===== src/rtl/mac_issue_ctrl_pkg.sv =====
// Shared encodings, state enum and pipeline constants for the MAC column issuer.
package mac_issue_ctrl_pkg;

    // Instruction encodings driven into column 0 (2'b11 is never issued)
    localparam logic [1:0] INST_IDLE = 2'b00;
    localparam logic [1:0] INST_LOAD = 2'b01;
    localparam logic [1:0] INST_EXEC = 2'b10;

    // Cycles from a column's instruction to its fifo_wr
    localparam int COL_PIPE_DEPTH = 6;

    // Width of the sequence counters (n_query is 0..255, col fits as well)
    localparam int SEQ_CNT_W = 8;

    typedef enum logic [1:0] {
        ST_IDLE  = 2'b00,
        ST_LOAD  = 2'b01,
        ST_EXEC  = 2'b10,
        ST_DRAIN = 2'b11
    } state_e;

    // Instruction type carried by a read issued in the given state
    function automatic logic [1:0] issue_inst(input state_e st);
        logic [1:0] code;
        case (st)
            ST_LOAD: code = INST_LOAD;
            ST_EXEC: code = INST_EXEC;
            default: code = INST_IDLE;
        endcase
        return code;
    endfunction

endpackage


===== src/rtl/mac_issue_addr_gen.sv =====
// Base + index address sequencer, shared by the key and query phases.
// Addresses wrap modulo 2^addr_bw; last flags the final index of the sequence.
module mac_issue_addr_gen
    import mac_issue_ctrl_pkg::*;
#(
    parameter int addr_bw = 8
) (
    input  logic                 clk,
    input  logic                 reset,
    input  logic                 load,
    input  logic [addr_bw-1:0]   base,
    input  logic [SEQ_CNT_W-1:0] limit,
    input  logic                 step,
    output logic [addr_bw-1:0]   addr,
    output logic                 last
);

    logic [addr_bw-1:0]   base_r;
    logic [SEQ_CNT_W-1:0] limit_r;
    logic [SEQ_CNT_W-1:0] cnt_r;
    logic [SEQ_CNT_W-1:0] cnt_nxt_s;

    // Base/limit capture on load, index advance on each issued read
    always_ff @(posedge clk) begin
        if (!reset) begin
            base_r  <= '0;
            limit_r <= {SEQ_CNT_W{1'b0}};
            cnt_r   <= {SEQ_CNT_W{1'b0}};
        end else if (load) begin
            base_r  <= base;
            limit_r <= limit;
            cnt_r   <= {SEQ_CNT_W{1'b0}};
        end else if (step) begin
            cnt_r   <= cnt_nxt_s;
        end else begin
            cnt_r   <= cnt_r;
        end
    end

    assign cnt_nxt_s = cnt_r + {{(SEQ_CNT_W-1){1'b0}}, 1'b1};
    assign addr      = base_r + addr_bw'(cnt_r);
    assign last      = (cnt_nxt_s == limit_r);

endmodule


===== src/rtl/mac_issue_ctrl.sv =====
// Issuer at the head of the MAC column chain: one key load per reset, then
// query execute bursts throttled by ofifo_ready, then a drain until the last
// column has written its output FIFO.
module mac_issue_ctrl
    import mac_issue_ctrl_pkg::*;
#(
    parameter int bw      = 8,
    parameter int pr      = 8,
    parameter int col     = 8,
    parameter int addr_bw = 8
) (
    input  logic               clk,
    input  logic               reset,
    input  logic               start,
    input  logic [addr_bw-1:0] key_base,
    input  logic [addr_bw-1:0] q_base,
    input  logic [7:0]         n_query,
    input  logic               ofifo_ready,
    output logic               mem_cen,
    output logic [addr_bw-1:0] mem_addr,
    input  logic [pr*bw-1:0]   mem_rdata,
    output logic [1:0]         inst,
    output logic [pr*bw-1:0]   q_out,
    output logic               busy,
    output logic               done
);

    localparam int                   DRAIN_LEN  = col + COL_PIPE_DEPTH;
    localparam logic [15:0]          DRAIN_LAST = 16'(DRAIN_LEN - 1);
    localparam logic [SEQ_CNT_W-1:0] KEY_COUNT  = SEQ_CNT_W'(col);

    state_e               state_r;
    state_e               state_nxt_s;
    logic                 loaded_r;
    logic [addr_bw-1:0]   q_base_r;
    logic [7:0]           n_query_r;
    logic [15:0]          drain_cnt_r;
    logic                 done_r;
    logic [1:0]           inst_r;

    logic                 start_ok_s;
    logic                 issue_s;
    logic                 gen_load_s;
    logic [addr_bw-1:0]   gen_base_s;
    logic [SEQ_CNT_W-1:0] gen_limit_s;
    logic [addr_bw-1:0]   gen_addr_s;
    logic                 gen_last_s;

    // The cycle done is high is still treated as busy for start purposes
    assign start_ok_s = (state_r == ST_IDLE) && start && !done_r;

    mac_issue_addr_gen #(
        .addr_bw (addr_bw)
    ) u_addr_gen (
        .clk   (clk),
        .reset (reset),
        .load  (gen_load_s),
        .base  (gen_base_s),
        .limit (gen_limit_s),
        .step  (issue_s),
        .addr  (gen_addr_s),
        .last  (gen_last_s)
    );

    // State register
    always_ff @(posedge clk) begin
        if (!reset) begin
            state_r <= ST_IDLE;
        end else begin
            state_r <= state_nxt_s;
        end
    end

    // Next-state logic
    always_comb begin
        state_nxt_s = state_r;
        case (state_r)
            ST_IDLE: begin
                if (!start_ok_s) begin
                    state_nxt_s = ST_IDLE;
                end else if (!loaded_r) begin
                    state_nxt_s = ST_LOAD;
                end else if (n_query == 8'd0) begin
                    state_nxt_s = ST_DRAIN;
                end else begin
                    state_nxt_s = ST_EXEC;
                end
            end
            ST_LOAD: begin
                if (!gen_last_s) begin
                    state_nxt_s = ST_LOAD;
                end else if (n_query_r == 8'd0) begin
                    state_nxt_s = ST_DRAIN;
                end else begin
                    state_nxt_s = ST_EXEC;
                end
            end
            ST_EXEC: begin
                if (issue_s && gen_last_s) begin
                    state_nxt_s = ST_DRAIN;
                end else begin
                    state_nxt_s = ST_EXEC;
                end
            end
            ST_DRAIN: begin
                if (drain_cnt_r == DRAIN_LAST) begin
                    state_nxt_s = ST_IDLE;
                end else begin
                    state_nxt_s = ST_DRAIN;
                end
            end
            default: state_nxt_s = ST_IDLE;
        endcase
    end

    // Read issue and address-sequencer control; ofifo_ready acts in the issue cycle
    always_comb begin
        issue_s     = 1'b0;
        gen_load_s  = 1'b0;
        gen_base_s  = key_base;
        gen_limit_s = KEY_COUNT;
        case (state_r)
            ST_IDLE: begin
                if (start_ok_s && loaded_r) begin
                    gen_load_s  = 1'b1;
                    gen_base_s  = q_base;
                    gen_limit_s = n_query;
                end else if (start_ok_s) begin
                    gen_load_s  = 1'b1;
                    gen_base_s  = key_base;
                    gen_limit_s = KEY_COUNT;
                end else begin
                    gen_load_s  = 1'b0;
                end
            end
            ST_LOAD: begin
                issue_s = 1'b1;
                if (gen_last_s) begin
                    gen_load_s  = 1'b1;
                    gen_base_s  = q_base_r;
                    gen_limit_s = n_query_r;
                end else begin
                    gen_load_s  = 1'b0;
                end
            end
            ST_EXEC:  issue_s = ofifo_ready;
            ST_DRAIN: issue_s = 1'b0;
            default:  issue_s = 1'b0;
        endcase
    end

    // Run parameters, load flag, drain counter, done pulse and instruction register
    always_ff @(posedge clk) begin
        if (!reset) begin
            loaded_r    <= 1'b0;
            q_base_r    <= '0;
            n_query_r   <= 8'd0;
            drain_cnt_r <= 16'd0;
            done_r      <= 1'b0;
            inst_r      <= INST_IDLE;
        end else begin
            if (start_ok_s) begin
                q_base_r  <= q_base;
                n_query_r <= n_query;
            end
            if ((state_r == ST_LOAD) && gen_last_s) begin
                loaded_r <= 1'b1;
            end
            if (state_r == ST_DRAIN) begin
                drain_cnt_r <= drain_cnt_r + 16'd1;
            end else begin
                drain_cnt_r <= 16'd0;
            end
            done_r <= (state_r == ST_DRAIN) && (drain_cnt_r == DRAIN_LAST);
            inst_r <= issue_s ? issue_inst(state_r) : INST_IDLE;
        end
    end

    // The SRAM output register holds the operand; it is forwarded only alongside a live instruction
    assign q_out    = (inst_r != INST_IDLE) ? mem_rdata : '0;
    assign inst     = inst_r;
    assign mem_cen  = ~issue_s;
    assign mem_addr = issue_s ? gen_addr_s : '0;
    assign busy     = (state_r != ST_IDLE);
    assign done     = done_r;

endmodule

===== config.mk =====
export PLATFORM = sky130hd
export DESIGN_NAME = mac_issue_ctrl
export DESIGN_NICKNAME = d
export VERILOG_FILES = /design/src/rtl/mac_issue_ctrl_pkg.sv /design/src/rtl/mac_issue_addr_gen.sv /design/src/rtl/mac_issue_ctrl.sv
export SDC_FILE = /design/constraint.sdc
export NUM_CORES = 1
export LEC_CHECK = 0
export ABC_AREA = 1
export BUFFER_PORTS_ARGS = -buffer_cell sky130_fd_sc_hd__buf_2
export CAP_MARGIN = 10
export CORE_MARGIN = 10
export CORE_UTILIZATION = 38
export DETAILED_ROUTE_END_ITERATION = 6
export GPL_TIMING_DRIVEN = 0
export HOLD_SLACK_MARGIN = 0.02
export PLACE_DENSITY = 0.7
export RECOVER_POWER = 100
export SLEW_MARGIN = 10
export SYNTH_ARGS = -nofsm -noshare
export SYNTH_HDL_FRONTEND = slang
export SYNTH_SLANG_ARGS = --single-unit

===== constraint.sdc =====
create_clock -name clk -period 4.1 [get_ports clk]
set_clock_uncertainty 0.15 [all_clocks]
set_input_delay 0.41 -clock clk [delete_from_list [all_inputs] [get_ports clk]]
set_output_delay 0.41 -clock clk [all_outputs]
set_load 0.05 [all_outputs]

==> flow_summary.json, run 1 <==
{
  "synth_edf_count": 0,
  "cp_cell_sequence": "inv_1 -> ha_1 -> nand2_1 -> inv_1 -> clkbuf_1 -> o21ai_0 -> a21oi_1 -> clkbuf_1",
  "ys.flop_type": "dfxtp_1",
  "drive_above_1_share": 0.136,
  "syn-num-nets": 807,
  "final_util": 0.486,
  "worstPathRequired_ps": 3540,
  "r2r-start": "state_r[0]$_SDFF_PN0_",
  "numCtsBuffers": 9,
  "cts_hold_buf": 0,
  "grt_max_degree": 11,
  "max-slew-margin-rel": 0.489,
  "fp.dieW_um": 125,
  "drtAntennaViolNets": 0,
  "routed_via_density": 4.61,
  "synth_largest_area_cell": "dfxtp_1",
  "io_pins": 169,
  "cp-end-kind": "output pin",
  "portBuffers": 168,
  "wl_met2_mm": 6.48,
  "timing.final.hold_violations": 0,
  "initial_core_util": 0.388,
  "die_y_um": 125,
  "drc": 0,
  "clockBufferDepth": 2,
  "arrival_ps": 2890,
  "root_buffer": "clkbuf_8",
  "synth_most_common_cell": "inv_1",
  "track_usage": 0.171,
  "antenna_found_initial": 0,
  "critPathKind": "reg2out",
  "setup_viol": 0,
  "floorplan.die_area_sq_mm": 0.0157,
  "synth_top_area_frac": 0.295,
  "crit_slowest_cell": "clkbuf_1",
  "wirelength_mm": 13.8,
  "globalRouteOverflowTotal": 0,
  "cp_max_fo": 10,
  "syn_area_sq_mm": 0.00420,
  "route.met3.wl_um": 896,
  "drt_iter0_markers": 314,
  "top_layer_used": "met4",
  "slowest_delay_ps": 540,
  "crit_path_start": "state_r[1]$_SDFF_PN0_",
  "grt_pass1_vias": 4483,
  "status": "finished clean",
  "syn_inst": 698,
  "num_antenna_cells": 0,
  "synthTopCellsByCount": "inv_1, nor2_1, nand2_1",
  "rows": 38,
  "grt_pass1_wl_mm": 22.5,
  "rsz0062_at_grt": "no",
  "area_growth_pct": 25.3,
  "power.density_mw_per_mm2": 473,
  "post_drt_wl_per_cell_um": 13.5,
  "num_vias": 4714,
  "vdd_drop_max_v": 0.000297,
  "cts_max_level": 3,
  "hpwl_mm": 11.3,
  "syn_avg_cell_area_sq_um": 6.02,
  "ys_seq_elements": 62,
  "ys_seq_area_frac": 0.295,
  "firstDrtPassIters": 5,
  "nets": 986,
  "synth_warnings": 0,
  "min_period_over_period": 0.842,
  "tightest_slew_ps": 764,
  "power_leakage_nw": 2.65,
  "cts_resized": 0,
  "wl_met1_mm": 6.31,
  "hold_class": "in2reg",
  "fillerInstances": 1204,
  "cap_violations": 0,
  "finalSetupTns_ps": 0,
  "cts_setup_buffers": 0,
  "max_freq_mhz": 290,
  "clock_latency_ps": 350,
  "clk_pin_slew_ps": 70,
  "ys_async_sr_fraction": 0,
  "cts_sinks": 62,
  "ys_top_cells_by_area": "dfxtp_1, inv_1, nor2_1, nand2_1, nand3_1",
  "cts_tree": "yes",
  "slew_violations": 0,
  "core_region_area_sq_mm": 0.0108,
  "start_kind": "flop",
  "globalplace.congestion": 0.833,
  "min_from": "n_query[4]",
  "period_minus_slack_ps": 3450,
  "p_total_mw": 2.49,
  "synth_cell_types": 33
}
-- sequential cells by signal (all words and copies together) (netlist names) --
signal,flops
u_addr_gen.base_r,8
loaded_r,1
u_addr_gen.cnt_r,8
state_r,2
done,1
drain_cnt_r,16
n_query_r,8
q_base_r,8
inst,2
u_addr_gen.limit_r,8
-- path summary, 6_finish.rpt --
path / to / slack [ps] / cells after the start
hold / removal: n_query_r[4]$_SDFFE_PN0N_ / 180 / 3
setup / recovery: mem_addr[5] / 650 / 8
hold reg to reg: q_base_r[5]$_SDFFE_PN0N_ / 300 / 2
setup reg to reg: u_addr_gen.base_r[6]$_SDFFE_PN0P_ / 720 / 12
-- report_power, final --
part           internal [mW]  switching [mW]  leakage, nW
Combinational          0.356           0.810         2.05
Clock                  0.270           0.230       0.0910
Sequential             0.723          0.0999        0.506
Total                   1.35            1.14         2.65
-- metal layers --
layer | up-vias | GRT usage
met3 | 11 | 0.0410
met1 | 2007 | 0.206
met4 | 0 | 0.0427
met5 | - | 0
li1 | 2530 | -
met2 | 166 | 0.297
-- worst max-delay path: cells and delay by family (launching register included) --
family                     cells  cell delay, ps
DFF                            1             400
adders and majority gates      1             290
buffers and inverters          4            1190
AOI/OAI and AO/OA              2             410
and+or+nand+nor                1             250
-- stage by stage --
stage,instances,hold WS (ps),cell area [sq um],setup WS [ps]
finish,1022,180,5270,646
global route,1022,192,5270,375
CTS,1022,168,5400,746
detailed placement,1006,296,5220,1130
global placement,1006,291,5220,1170
floorplan,698,280,4200,1170
-- cell type report --
class                      count  area, sq um  share of cell area
multi-input combinational    460         2250               0.428
sequential                    62         1240               0.236
timing repair buffer         168          744               0.141
inverter                     152          571               0.108
clock buffer                  16          180              0.0342
tap                          140          175              0.0333
buffer                        24          103              0.0195
-- layout by cell type, fill, tap and decap left out, types with 2 or more instances in the layout --
master and n:
dfxtp_1 62, nor2_2 3, inv_2 2, a31oi_1 2
nor3b_1 2, o21ai_0 55, ha_1 16, nand3_1 56
nor4_1 3, xor2_1 2, clkbuf_1 99, xnor2_1 2
nand2_1 109, nor3_1 9, clkbuf_8 12, nand4_1 14
o21bai_1 5, inv_1 149, buf_2 95, nor2_1 118
nor2_4 3, a21oi_1 52
-- kinds of logic after synthesis --
family          share of synthesized area
compound gates                      0.146
xor+xnor                          0.00834
fa+ha+maj                          0.0524
buf+inv                             0.162
flops                               0.295
simple gates                        0.336
Note: power is estimated with default switching activity, not from simulation.
==> run 2, diff against run 1 <==
--- a/config.mk
+++ b/config.mk
@@ -5,7 +5,7 @@
 export SDC_FILE = /design/constraint.sdc
 export NUM_CORES = 1
 export LEC_CHECK = 0
-export ABC_AREA = 1
+export ABC_AREA = 0
 export BUFFER_PORTS_ARGS = -buffer_cell sky130_fd_sc_hd__buf_2
 export CAP_MARGIN = 10
 export CORE_MARGIN = 10
@@ -13,7 +13,7 @@
 export DETAILED_ROUTE_END_ITERATION = 6
 export GPL_TIMING_DRIVEN = 0
 export HOLD_SLACK_MARGIN = 0.02
-export PLACE_DENSITY = 0.7
+export PLACE_DENSITY = 0.72
 export RECOVER_POWER = 100
 export SLEW_MARGIN = 10
 export SYNTH_ARGS = -nofsm -noshare
==> constraint.sdc (replaced) <==
create_clock -name clk -period 3.6 [get_ports clk]
set_clock_uncertainty 0.15 [all_clocks]
set_input_delay 0.36 -clock clk [delete_from_list [all_inputs] [get_ports clk]]
set_output_delay 0.36 -clock clk [all_outputs]
set_load 0.05 [all_outputs]
==> flow_summary.json, run 2 <==
{
  "timing.rr.end": "u_addr_gen.base_r[5]$_SDFFE_PN0P_",
  "reg2reg_depth": 9,
  "core_region_area_sq_mm": 0.00973,
  "clock_latency_ps": 350,
  "hold_class": "in2reg",
  "cp_max_fo": 6,
  "fillerInstances": 987,
  "synth_top_area_frac": 0.328,
  "cts_setup_buffers": 0,
  "drtAntennaViolNets": 0,
  "clk_pin_slew_ps": 80,
  "num_antenna_cells": 0,
  "ys_async_sr_fraction": 0,
  "ys_seq_elements": 62,
  "final_cell_mix": "clkbuf_1, buf_2, nor2b_1, dfxtp_1, nand2_1",
  "initial_core_util": 0.389,
  "firstDrtPassIters": 4,
  "portBuffers": 168,
  "r2r-start": "u_addr_gen.cnt_r[0]$_SDFFE_PP0P_",
  "finalSetupTns_ps": 0,
  "cts_hold_buf": 0,
  "critPathKind": "reg2out",
  "slew_violations": 0,
  "grt_pass1_wl_mm": 20.6,
  "floorplan.die_area_sq_mm": 0.0143,
  "max_freq_mhz": 306,
  "synthTopCellsByCount": "nor2b_1, dfxtp_1, nand2_1",
  "drc": 0,
  "min_from": "q_base[2]",
  "track_usage": 0.174,
  "antenna_found_initial": 0,
  "syn_inst": 475,
  "power.density_mw_per_mm2": 538,
  "synth_warnings": 0,
  "area_growth_pct": 29.9,
  "io_pins": 169,
  "timing.final.hold_violations": 0,
  "cts_sinks": 62,
  "status": "finished clean",
  "min_period_over_period": 0.907,
  "rows": 36,
  "reg2reg_slack_ps": 440,
  "hpwl_mm": 10.6,
  "largest_register_ffs": 16,
  "cts_max_level": 3,
  "vdd_drop_max_v": 0.000342,
  "wirelength_mm": 13.0,
  "globalRouteOverflowTotal": 0,
  "die_y_um": 120,
  "drt_iter0_markers": 275,
  "place_inst": 776,
  "synth_most_common_cell": "nor2b_1",
  "syn_avg_cell_area_sq_um": 7.97,
  "synth_edf_count": 0,
  "routed_via_density": 5.09,
  "period_minus_slack_ps": 3270,
  "arrival_ps": 2760,
  "tightest_slew_ps": 972,
  "hold_depth": 3,
  "clockBufferDepth": 2,
  "drive_above_1_share": 0.191,
  "syn_area_sq_mm": 0.00378,
  "cp-end-kind": "output pin",
  "ys_top_cells_by_area": "dfxtp_1, nor2b_1, nand2_1, ha_1, xor2_1",
  "power_leakage_nw": 1.95,
  "ys.flop_type": "dfxtp_1",
  "globalplace.congestion": 1.04,
  "start_kind": "flop",
  "top_register": "drain_cnt_r",
  "final_util": 0.505,
  "nets": 763,
  "final_common_cell": "clkbuf_1",
  "setup_viol": 0,
  "numCtsBuffers": 9,
  "fp.dieW_um": 120,
  "rsz0062_at_grt": "no",
  "worstPathRequired_ps": 3090,
  "num_vias": 4028,
  "cts_tree": "yes",
  "max-slew-margin-rel": 0.350,
  "cap_violations": 0,
  "ys_seq_area_frac": 0.328,
  "syn-num-nets": 584,
  "synth_largest_area_cell": "dfxtp_1",
  "final_cell_count_no_fill": 792,
  "synth_cell_types": 53,
  "root_buffer": "clkbuf_8",
  "grt_max_degree": 13,
  "cts_resized": 0,
  "post_drt_wl_per_cell_um": 16.4,
  "grt_pass1_vias": 4044,
  "holdPathEnd": "q_base_r[2]$_SDFFE_PN0N_"
}
run 2: cell count changes in the layout (fill, tap and decap cells not counted), moves of 11 or more:
cell,previous run,this run
nor2_1,118,36
a21oi_1,52,26
nor2b_1,0,64
xor2_1,2,22
and3_1,0,18
a31oi_1,2,13
xnor2_1,2,13
nand2_1,109,61
nand3_1,56,23
inv_1,149,8
o21ai_0,55,4
run 2: stage by stage:
step	power, mW	hold slack (ps)	instance area, sq um	worst slack (ps)
2_1_floorplan	1.67	280	3780	623
3_3_place_gp	1.97	293	4790	603
3_5_place_dp	1.99	299	4790	530
4_1_cts	2.68	103	5010	363
5_1_grt	2.81	108	4910	69.3
6_report	2.65	116	4910	333
run 2: worst max path at each step:
stage | slack (ps) | from | cells after the start | end
6_report | 330 | u_addr_gen.cnt_r[1]$_SDFFE_PP0P_ | 8 | mem_addr[7]
5_1_grt | 70 | u_addr_gen.cnt_r[0]$_SDFFE_PP0P_ | 9 | u_addr_gen.base_r[4]$_SDFFE_PN0P_
4_1_cts | 360 | u_addr_gen.cnt_r[1]$_SDFFE_PP0P_ | 8 | mem_addr[7]
2_1_floorplan | 620 | state_r[1]$_SDFF_PN0_ | 6 | mem_addr[2]
3_5_place_dp | 530 | state_r[0]$_SDFF_PN0_ | 8 | u_addr_gen.base_r[1]$_SDFFE_PN0P_
3_3_place_gp | 600 | state_r[0]$_SDFF_PN0_ | 8 | u_addr_gen.base_r[2]$_SDFFE_PN0P_
run 2: power by group:
group | total [mW] | switching, mW | internal, mW
clock network | 0.684 | 0.294 | 0.390
registers | 0.856 | 0.0811 | 0.775
logic | 1.11 | 0.783 | 0.323
run 2: cell families after synthesis:
| logic type | Yosys count | synth area share |
|---|---|---|
| xor gates and xnor gates | 35 | 0.0810 |
| adders and majority gates | 17 | 0.0582 |
| DFF | 62 | 0.328 |
| buffers and inverters | 36 | 0.0403 |
| AOI/OAI and AO/OA | 80 | 0.144 |
| muxes | 1 | 0.00298 |
| and+or+nand+nor | 244 | 0.346 |
run 2: final cells by class:
type / instances / area, sq um / share of cell area
multi-input cells: 377 / 2380 / 0.484
flip-flops and latches: 62 / 1240 / 0.253
repair buffers: 168 / 752 / 0.153
well taps: 133 / 166 / 0.0339
clock buffers: 9 / 124 / 0.0252
plain buffers: 26 / 114 / 0.0232
clock inverters: 7 / 98.8 / 0.0201
inverters: 10 / 37.5 / 0.00764
run 2: critical path, stage by stage, from the launching register on:
cell and delay, ps:
dfxtp_1 450, ha_1 280, a21o_1 190, a21oi_1 230, o21bai_1 130, a2111oi_0 540, o21a_1 200, o21a_1 110
clkbuf_2 280
run 2: metal layers:
layer,vias to the layer above,part of all wire,track usage
met4,0,0.018,0.0694
met1,1821,0.42,0.195
li1,2013,-,-
met3,12,0.078,0.0488
met2,182,0.48,0.306
met5,-,0,0
